**config.mk**
```make
export PLATFORM = sky130hd
export DESIGN_NAME = bu_pipe
export DESIGN_NICKNAME = d
export VERILOG_FILES = /design/src/rtl/ntt_pkg.sv /design/src/rtl/mul_mod_pipe.sv /design/src/rtl/bu_pipe.sv
export SDC_FILE = /design/constraint.sdc
export NUM_CORES = 2
export LEC_CHECK = 0
export ABC_AREA = 1
export ABC_CLOCK_PERIOD_IN_PS = 81100
export CAP_MARGIN = 25
export CORE_UTILIZATION = 50
export DETAILED_ROUTE_END_ITERATION = 6
export PLACE_DENSITY_LB_ADDON = 0.25
export SETUP_SLACK_MARGIN = 0.05
export SYNTH_ARGS = -nofsm -noshare
export SYNTH_HDL_FRONTEND = slang
export SYNTH_SLANG_ARGS = --single-unit
```
**constraint.sdc**
```tcl
create_clock -name clk -period 81.1 [get_ports clk]
set_input_delay 8.11 -clock clk [delete_from_list [all_inputs] [get_ports clk]]
set_output_delay 8.11 -clock clk [all_outputs]
set_load 0.005 [all_outputs]
```
**src/rtl/ntt_pkg.sv**
```systemverilog
// ntt_pkg: shared NTT constants, mode encoding and modular add/sub/half helpers.
package ntt_pkg;
  localparam int NTT_W = 23;
  localparam int unsigned NTT_Q = 8380417;
  localparam logic MODE_CT = 1'b0;
  localparam logic MODE_GS = 1'b1;
  function automatic logic [NTT_W-1:0] mod_add(input logic [NTT_W-1:0] a, b, q);
    logic [NTT_W:0] s;
    s = {1'b0, a} + {1'b0, b};
    return s >= {1'b0, q} ? NTT_W'(s - {1'b0, q}) : NTT_W'(s);
  endfunction
  // Wrapping W-bit arithmetic lands on the right value because the true result is < q.
  function automatic logic [NTT_W-1:0] mod_sub(input logic [NTT_W-1:0] a, b, q);
    return a < b ? a - b + q : a - b;
  endfunction
  function automatic logic [NTT_W-1:0] mod_half(input logic [NTT_W-1:0] v, q);
    logic [NTT_W:0] s;
    s = {1'b0, v} + (v[0] ? {1'b0, q} : '0);
    return s[NTT_W:1];
  endfunction
endpackage

```
**src/rtl/mul_mod_pipe.sv**
```systemverilog
// mul_mod_pipe: pipelined modular multiplier, p = a*b mod Q after exactly MUL_LAT enabled cycles.
module mul_mod_pipe import ntt_pkg::*; #(
  parameter int W = NTT_W,
  parameter int unsigned Q = NTT_Q,
  parameter int MUL_LAT = 2
) (
  input  logic         clk,
  input  logic         rst_n,
  input  logic         en,
  input  logic [W-1:0] a,
  input  logic [W-1:0] b,
  output logic [W-1:0] p
);
  localparam logic [W-1:0] QW = W'(Q);
  // Shift-subtract reduction; the running remainder stays below Q so W+1 bits suffice.
  function automatic logic [W-1:0] reduce(input logic [2*W-1:0] v);
    logic [W:0] r;
    r = '0;
    for (int i = 2*W-1; i >= 0; i--) begin
      r = {r[W-1:0], v[i]};
      if (r >= {1'b0, QW}) r = r - {1'b0, QW};
    end
    return r[W-1:0];
  endfunction
  if (MUL_LAT == 1) begin : g_one
    always_ff @(posedge clk or negedge rst_n)
      if (!rst_n) p <= '0;
      else if (en) p <= reduce({{W{1'b0}}, a} * {{W{1'b0}}, b});
  end else begin : g_multi
    logic [2*W-1:0] prod;
    logic [W-1:0] r [MUL_LAT-1];
    always_ff @(posedge clk or negedge rst_n)
      if (!rst_n) begin
        prod <= '0;
        for (int i = 0; i < MUL_LAT-1; i++) r[i] <= '0;
      end else if (en) begin
        prod <= {{W{1'b0}}, a} * {{W{1'b0}}, b};
        r[0] <= reduce(prod);
        for (int i = 1; i < MUL_LAT-1; i++) r[i] <= r[i-1];
      end
    assign p = r[MUL_LAT-2];
  end
endmodule

```
**src/rtl/bu_pipe.sv**
```systemverilog
// bu_pipe: pipelined CT/GS NTT butterfly, LAT = MUL_LAT+2, valid/ready with a global advance enable.
// Optional BU_PIPE_INTT_HALF_EN: GS results are halved mod Q in the final stage.
module bu_pipe import ntt_pkg::*; #(
  parameter int W = NTT_W,
  parameter int unsigned Q = NTT_Q,
  parameter int MUL_LAT = 2
) (
  input  logic         clk,
  input  logic         rst_n,
  input  logic         in_valid,
  output logic         in_ready,
  input  logic         in_mode,
  input  logic [W-1:0] in_x,
  input  logic [W-1:0] in_y,
  input  logic [W-1:0] in_tf,
  output logic         out_valid,
  input  logic         out_ready,
  output logic [W-1:0] out_a,
  output logic [W-1:0] out_b,
  output logic         busy
);
  localparam logic [W-1:0] QW = W'(Q);
  logic adv;
  logic [MUL_LAT:0] vs, ms;
  logic [W-1:0] xs [MUL_LAT+1];
  logic [W-1:0] ma, tf, p, fa, fb, ga, gb;
  assign adv = !out_valid || out_ready;
  assign in_ready = adv;
  assign busy = |vs || out_valid;
  // Index 0 is S0; index MUL_LAT lines up with the multiplier output.
  always_ff @(posedge clk or negedge rst_n)
    if (!rst_n) begin
      vs <= '0;
      out_valid <= 1'b0;
      out_a <= '0;
      out_b <= '0;
    end else if (adv) begin
      vs <= {vs[MUL_LAT-1:0], in_valid};
      out_valid <= vs[MUL_LAT];
      out_a <= ms[MUL_LAT] == MODE_GS ? ga : fa;
      out_b <= ms[MUL_LAT] == MODE_GS ? gb : fb;
    end
  always_ff @(posedge clk)
    if (adv) begin
      ms <= {ms[MUL_LAT-1:0], in_mode};
      xs[0] <= in_mode == MODE_GS ? mod_add(in_x, in_y, QW) : in_x;
      for (int i = 1; i <= MUL_LAT; i++) xs[i] <= xs[i-1];
      ma <= in_mode == MODE_GS ? mod_sub(in_x, in_y, QW) : in_y;
      tf <= in_tf;
    end
  mul_mod_pipe #(.W(W), .Q(Q), .MUL_LAT(MUL_LAT)) u_mul (
    .clk(clk), .rst_n(rst_n), .en(adv), .a(ma), .b(tf), .p(p)
  );
  assign fa = mod_add(xs[MUL_LAT], p, QW);
  assign fb = mod_sub(xs[MUL_LAT], p, QW);
`ifdef BU_PIPE_INTT_HALF_EN
  assign ga = mod_half(xs[MUL_LAT], QW);
  assign gb = mod_half(p, QW);
`else
  assign ga = xs[MUL_LAT];
  assign gb = p;
`endif
endmodule

```
Word-level counts from Yosys, hierarchy flattened

Memories as Yosys holds them, arrays and structs flattened.
Cells that the tools add are included.

Bits in registers: 168
RAM bits: 69
Input bits: 74
Output and inout bits: 49
Logic and storage cells: 132
Memories kept: 1

$add $sub $neg: 32
$mul: 1
$lt $le $gt $ge: 28
Multiplexer cells: 57
Reduce and logical (&&, ||, !) cells: 4

Memory list:

| name | depth | width | read ports | clocked after Yosys merged registers in | wr ports | RTL line      | RTL |
|---|---|---|---|---|---|---|---|
| xs   | 3     | 23    | 3          | 0                                       | 3        | bu_pipe.sv:25 | `logic [W-1:0] xs [MUL_LAT+1];` |

Operators with widths:

| kind                   | count |
|---|---|
| $mux 23                | 55 |
| $ge 24x23->1 const B   | 25 |
| $sub 23x23->23 const B | 26 |
| $add 23x23->24         | 2 |
| $add 23x23->23 const B | 2 |
| $lt 23x23->1           | 2 |
| $mul 23x23->46         | 1 |
| $sub 23x23->23         | 2 |
| $ge 23x23->1 const B   | 1 |
| $reduce_or 3->1        | 1 |
| $logic_or 1x1->1       | 2 |
| $mux 1                 | 2 |
| $logic_not 1->1        | 1 |

Logic depth before layout (Yosys ltp)

Word-level depth: 71
Depth in mapped cells: 251
Depth with buffers taken out: 239

Cells and area by module

Synthesis repeated with hierarchy kept, for this count alone.

Cell total of the unflattened synthesis: 9913
Area total of the unflattened synthesis: 66008.3 um^2

Modules (own cells, without submodules):

| module       | instances | cells each | area each (um^2) | seq. area each (um^2) |
|---|---|---|---|---|
| mul_mod_pipe | 1         | 7620       | 50325.8          | 1726.7 |
| bu_pipe      | 1         | 2293       | 15682.5          | 4794.6 |

Least setup slack after synthesis

No wires, ideal clock.

Path kind: register -> register
Start point: reg u_mul.g_multi.prod[25]
End point: reg u_mul.g_multi.r (netlist bit u_mul.p[4])
Setup time: 65 ps
Arrival: 28734 ps
Required time: 81035 ps
Slack: 52300 ps
Cell stages (with the launch flop): 237
Buffers on the path: 26
Clock period less this slack: 28800 ps
Cell sequence: dfrtp_1 nor2_1 nand2_1 nor2_4 nand2_4 nand3_4 nand2_4 buf_12 nand2_1 nand2_2 ha_1 inv_1 nor2_8 nand3b_1 nand2_2 nand3_4 buf_6 buf_6 [201 not listed] nand3_2 nand2_4 buf_2 nand3_1 nand2_2 ha_1 inv_1 nor2_1 nand2_1 nor2_4 nand3_2 nand3_2 nand2_4 buf_8 buf_12 nand3_1 nand3_1 nand2_1

Word-level cells in the longest chain between the ends: 71
Elaborated cells between the ends (all ways): 95
Those cells by class: add/sub (24); order compare (24); mux (47)

Ends and longest elaborated chain:

| item                                           | RTL line           | RTL |
|---|---|---|
| start, declared                                | mul_mod_pipe.sv:30 | `logic [2*W-1:0] prod;` |
| start signal, assigned                         | mul_mod_pipe.sv:37 | `prod <= {{W{1'b0}}, a} * {{W{1'b0}}, b};` |
| $sub 23x23->23 or $ge 23x23->1 (tied branches) | mul_mod_pipe.sv:21 | `if (r >= {1'b0, QW}) r = r - {1'b0, QW};` |
| $mux 23 (*)                                    | mul_mod_pipe.sv:21 |  |
| $mux 23 (*)                                    | mul_mod_pipe.sv:36 | `end else if (en) begin` |
| $sub 23x23->23 or $ge 24x23->1 (tied branches) | mul_mod_pipe.sv:21 |  |
| $mux 23 (*)                                    | mul_mod_pipe.sv:21 |  |
| $mux 23 (*)                                    | mul_mod_pipe.sv:36 |  |
| $sub 23x23->23 or $ge 24x23->1 (tied branches) | mul_mod_pipe.sv:21 |  |
| $mux 23 (*)                                    | mul_mod_pipe.sv:21 |  |
| [55 not listed]                                | -                  |  |
| $ge 24x23->1 or $sub 23x23->23 (tied branches) | mul_mod_pipe.sv:21 |  |
| $mux 23 (*)                                    | mul_mod_pipe.sv:21 |  |
| $mux 23 (*)                                    | mul_mod_pipe.sv:36 |  |
| $sub 23x23->23 or $ge 24x23->1 (tied branches) | mul_mod_pipe.sv:21 |  |
| $mux 23 (*)                                    | mul_mod_pipe.sv:21 |  |
| $mux 23 (*)                                    | mul_mod_pipe.sv:36 |  |
| $sub 23x23->23 or $ge 24x23->1 (tied branches) | mul_mod_pipe.sv:21 |  |
| $mux 23 (*)                                    | mul_mod_pipe.sv:21 |  |
| end, declared                                  | mul_mod_pipe.sv:31 | `logic [W-1:0] r [MUL_LAT-1];` |

Mark *: on every way between the ends. The rest lies on a longest branch, timed or not. The select of a mux whose other input is x is not followed.
A chain may end at the register's enable or synchronous reset.

Worst setup path after layout

Start point: reg u_mul.g_multi.prod[27]
End point: reg u_mul.g_multi.r (netlist bit u_mul.p[3])

Word-level cells in the longest chain between the ends: 71
Elaborated cells between the ends (all ways): 95
Those cells by class: add/sub (24); order compare (24); mux (47)

Ends and longest elaborated chain:

| item                                           | RTL line |
|---|---|
| $sub 23x23->23 or $ge 23x23->1 (tied branches) | mul_mod_pipe.sv:21 |
| $mux 23 (*)                                    | mul_mod_pipe.sv:21 |
| $mux 23 (*)                                    | mul_mod_pipe.sv:36 |
| $sub 23x23->23 or $ge 24x23->1 (tied branches) | mul_mod_pipe.sv:21 |
| $mux 23 (*)                                    | mul_mod_pipe.sv:21 |
| $mux 23 (*)                                    | mul_mod_pipe.sv:36 |
| $sub 23x23->23 or $ge 24x23->1 (tied branches) | mul_mod_pipe.sv:21 |
| $mux 23 (*)                                    | mul_mod_pipe.sv:21 |
| [55 not listed]                                | - |
| $sub 23x23->23 or $ge 24x23->1 (tied branches) | mul_mod_pipe.sv:21 |
| $mux 23 (*)                                    | mul_mod_pipe.sv:21 |
| $mux 23 (*)                                    | mul_mod_pipe.sv:36 |
| $ge 24x23->1 or $sub 23x23->23 (tied branches) | mul_mod_pipe.sv:21 |
| $mux 23 (*)                                    | mul_mod_pipe.sv:21 |
| $mux 23 (*)                                    | mul_mod_pipe.sv:36 |
| $sub 23x23->23 or $ge 24x23->1 (tied branches) | mul_mod_pipe.sv:21 |
| $mux 23 (*)                                    | mul_mod_pipe.sv:21 |

Marks and branches as above.

==> run summary <==
• result of the run: finished clean
• number of library cell types mapped by synthesis: 78
• setup slack of the most critical reg-to-reg path: 42.92 ns
• CP top delay family: simple AND/OR/NAND/NOR gates
• P&R area growth vs syn: 4.66%
• slew of the pin with the lowest slew margin: 1.13 ns
• cell mode on critical path: sky130_fd_sc_hd__nand2_2
• skew final: 0.0177 ns
• Num Clock Sinks: 237
• final critical path time including I/O delays and setup: 38.18 ns
• number of inserted filler cells in the final layout: 11500
• crit path from: u_mul.g_multi.prod[27]
• Vias per Instance: 5.26
• maximum clock insertion buffer count: 3
• Std-Cell Rows: 124
• hold path startpoint: xs[0][25]
• netlist area before placement: 58100 um^2
• R2R cell count: 205
• number of inserted diodes: 0
• Critical Path Fanout Max: 39
• layout net count: 9560
• total congestion overflow after global routing: 0
• count of buffers added by post-CTS timing repair for setup: 0
• CTS H-tree depth: 1
• clock transition at the registers of the reported paths: 0.06 ns
• launching element type of the critical path: flip-flop
• worst slew margin relative to its limit: 0.247
• synthesized instance count: 8771
• final sum of negative setup slack: 0 ns
• Worst Hold Class: reg -> reg
• wire length of the first global-routing pass: 268 mm
• setup violators final: 0
• via total after detailed routing: 53900
• DRC violations left: 0
• overall fraction of global-route tracks in use: 0.275
• Max Fclk: 26.2 MHz
• routability cong.: 0.961
• Synth Warn #: 0
• Worst Path Buf+Inv: 13
• start-to-end type of the worst setup path: reg -> reg
• top flip-flop cell by instance count after synthesis: sky130_fd_sc_hd__dfrtp_1
• fraction of synthesis flops using an asynchronous set or reset pin: 0.502
• commonest cells after routing, fill and taps aside: sky130_fd_sc_hd__nand2_1 (2277), sky130_fd_sc_hd__inv_1 (1435), sky130_fd_sc_hd__nand3_1 (707)
• final period utilization: 0.471
• Max stage delay on crit path: 0.81 ns
• Root Buffer: sky130_fd_sc_hd__clkbuf_16
• HPWL reported at the end of detailed placement: 131 mm
• capturing point of the worst reg2reg path: u_mul.p[3]
• layout cells sized above 1: 0.137
• die extent in x: 343 um
• CTS tree: yes
• Gates resized, CTS repair: 0
• Detailed Routing Iterations Pass 1: 6
• Core Footprint: 115000 um^2
• Avg Cell Area, Syn: 6.63 um^2
• Crit path required time: 81.59 ns
• worst hold path endpoint: xs[0][48]
• number of DRC violations after detailed-routing iteration 0: 3855
• Max Cap Viol: 0
• Post-Synthesis Net Count: 9605
• master of the slowest instance on the critical path: sky130_fd_sc_hd__xor2_1
• final max-slew violation count: 0
• vias in the first global route: 52700
• Post-CTS Hold Fix Bufs: 0
• fin cells: 10300
• commonest non-fill, non-tap cell in the layout: sky130_fd_sc_hd__nand2_1
• post-detailed-route count of antenna-violating nets: 0
• Num CTS Buffers: 27
• kind of end point of the critical path: flip-flop
• worst hold stages: 0
• Worst-Skew Late Latency: 0.61 ns
• Cell Count Post-Placement: 10200
• proportion of synthesized chip area in sequential cells: 0.112
• die area: 118000 um^2
• count of input and output buffers: 122
• RSZ-0062 raised after global routing: no
• signal arrival time at the worst endpoint: 38.66 ns
• largest net degree at the start of global routing: 104
• number of flops mapped to enable cells by yosys: 118
• RR Startpoint: u_mul.g_multi.prod[27]
• flip-flop and latch count after synthesis: 237
• Final Hold Violating Endpoints: 0
• total routed wirelength: 163 mm
• height of the chip: 343 um
• number of top-level pins: 123
• effective utilization at floorplan: 0.506
• routed wirelength normalized by instance count: 15.9 um
• initial antenna violation count: 2
==> area by class of cell <==
type                    count  area [um^2]  share of cell area
well taps                1512         1890              0.0311
clock buffers              30          697              0.0115
repair buffers            173         1650              0.0270
clock inverters            20          238             0.00391
flip-flops and latches    237         6520               0.107
multi-input cells        6727        43900               0.721
inverters                1560         5990              0.0984
==> per-stage QoR <==
stage | utilization | area (um^2) | hold slack [ns] | setup slack, ns
2_1_floorplan | - | 58100 | 0.400 | 52.30
3_3_place_gp | 0.521 | 59900 | 0.401 | 45.14
3_5_place_dp | 0.521 | 59900 | 0.405 | 43.55
4_1_cts | 0.529 | 60800 | 0.419 | 43.46
5_1_grt | 0.530 | 60800 | 0.425 | 39.10
6_report | 0.530 | 60800 | 0.418 | 42.92
==> Yosys cell counts, types with 53 or more instances <==
library cell	number	share of area
sky130_fd_sc_hd__dfrtp_1	119	0.051
sky130_fd_sc_hd__o21ai_0	257	0.022
sky130_fd_sc_hd__clkbuf_1	132	0.0085
sky130_fd_sc_hd__xor2_1	370	0.056
sky130_fd_sc_hd__fa_1	442	0.15
sky130_fd_sc_hd__nor2_1	688	0.044
sky130_fd_sc_hd__inv_2	86	0.0056
sky130_fd_sc_hd__nor2_2	131	0.014
sky130_fd_sc_hd__ha_1	318	0.068
sky130_fd_sc_hd__nand4_1	140	0.015
sky130_fd_sc_hd__xnor2_1	80	0.012
sky130_fd_sc_hd__buf_6	53	0.010
sky130_fd_sc_hd__nand2_4	113	0.022
sky130_fd_sc_hd__inv_1	1435	0.093
sky130_fd_sc_hd__nand2_1	2277	0.15
sky130_fd_sc_hd__edfxtp_1	118	0.061
sky130_fd_sc_hd__a21oi_1	191	0.016
sky130_fd_sc_hd__nand3_1	707	0.061
sky130_fd_sc_hd__nor3_1	61	0.0053
sky130_fd_sc_hd__nand2_2	593	0.064
==> routing by layer <==
metal,GRT usage,up-vias,part of all wire
met2,0.466,1537,0.47
met1,0.372,25200,0.44
met3,0.0293,278,0.059
met5,0,-,0.00014
met4,0.0756,4,0.027
li1,-,26900,-
==> worst max-delay path by stage <==
| stage | cells past startpoint | endpoint | slack, ns |
|---|---|---|---|
| final | 205 | u_mul.p[3] | 42.92 |
| after global placement | 205 | u_mul.p[3] | 45.14 |
| after detailed placement | 205 | u_mul.p[20] | 43.55 |
| after global routing | 206 | u_mul.p[18] | 39.10 |
| after CTS | 205 | u_mul.p[5] | 43.46 |
| after floorplan | 236 | u_mul.p[4] | 52.30 |
==> state kept, by name, indices dropped and copies added (netlist names) <==
register and cells:
u_mul.p 23, xs 69, ms 3, ma 23
u_mul.g_multi.prod 46, vs 3, out_a 23, tf 23
out_valid 1, out_b 23
==> kinds of logic after synthesis <==
| logic type | Yosys count | synth area share |
|---|---|---|
| compound gates | 628 | 0.0620 |
| fa+ha+maj | 760 | 0.221 |
| xor+xnor | 464 | 0.0721 |
| flops | 237 | 0.112 |
| buf+inv | 1807 | 0.133 |
| simple gates | 4875 | 0.400 |
Power is left out: the tool's default activity adds up to more than one toggle a clock period on the data nets, which glitch-free logic cannot reach.
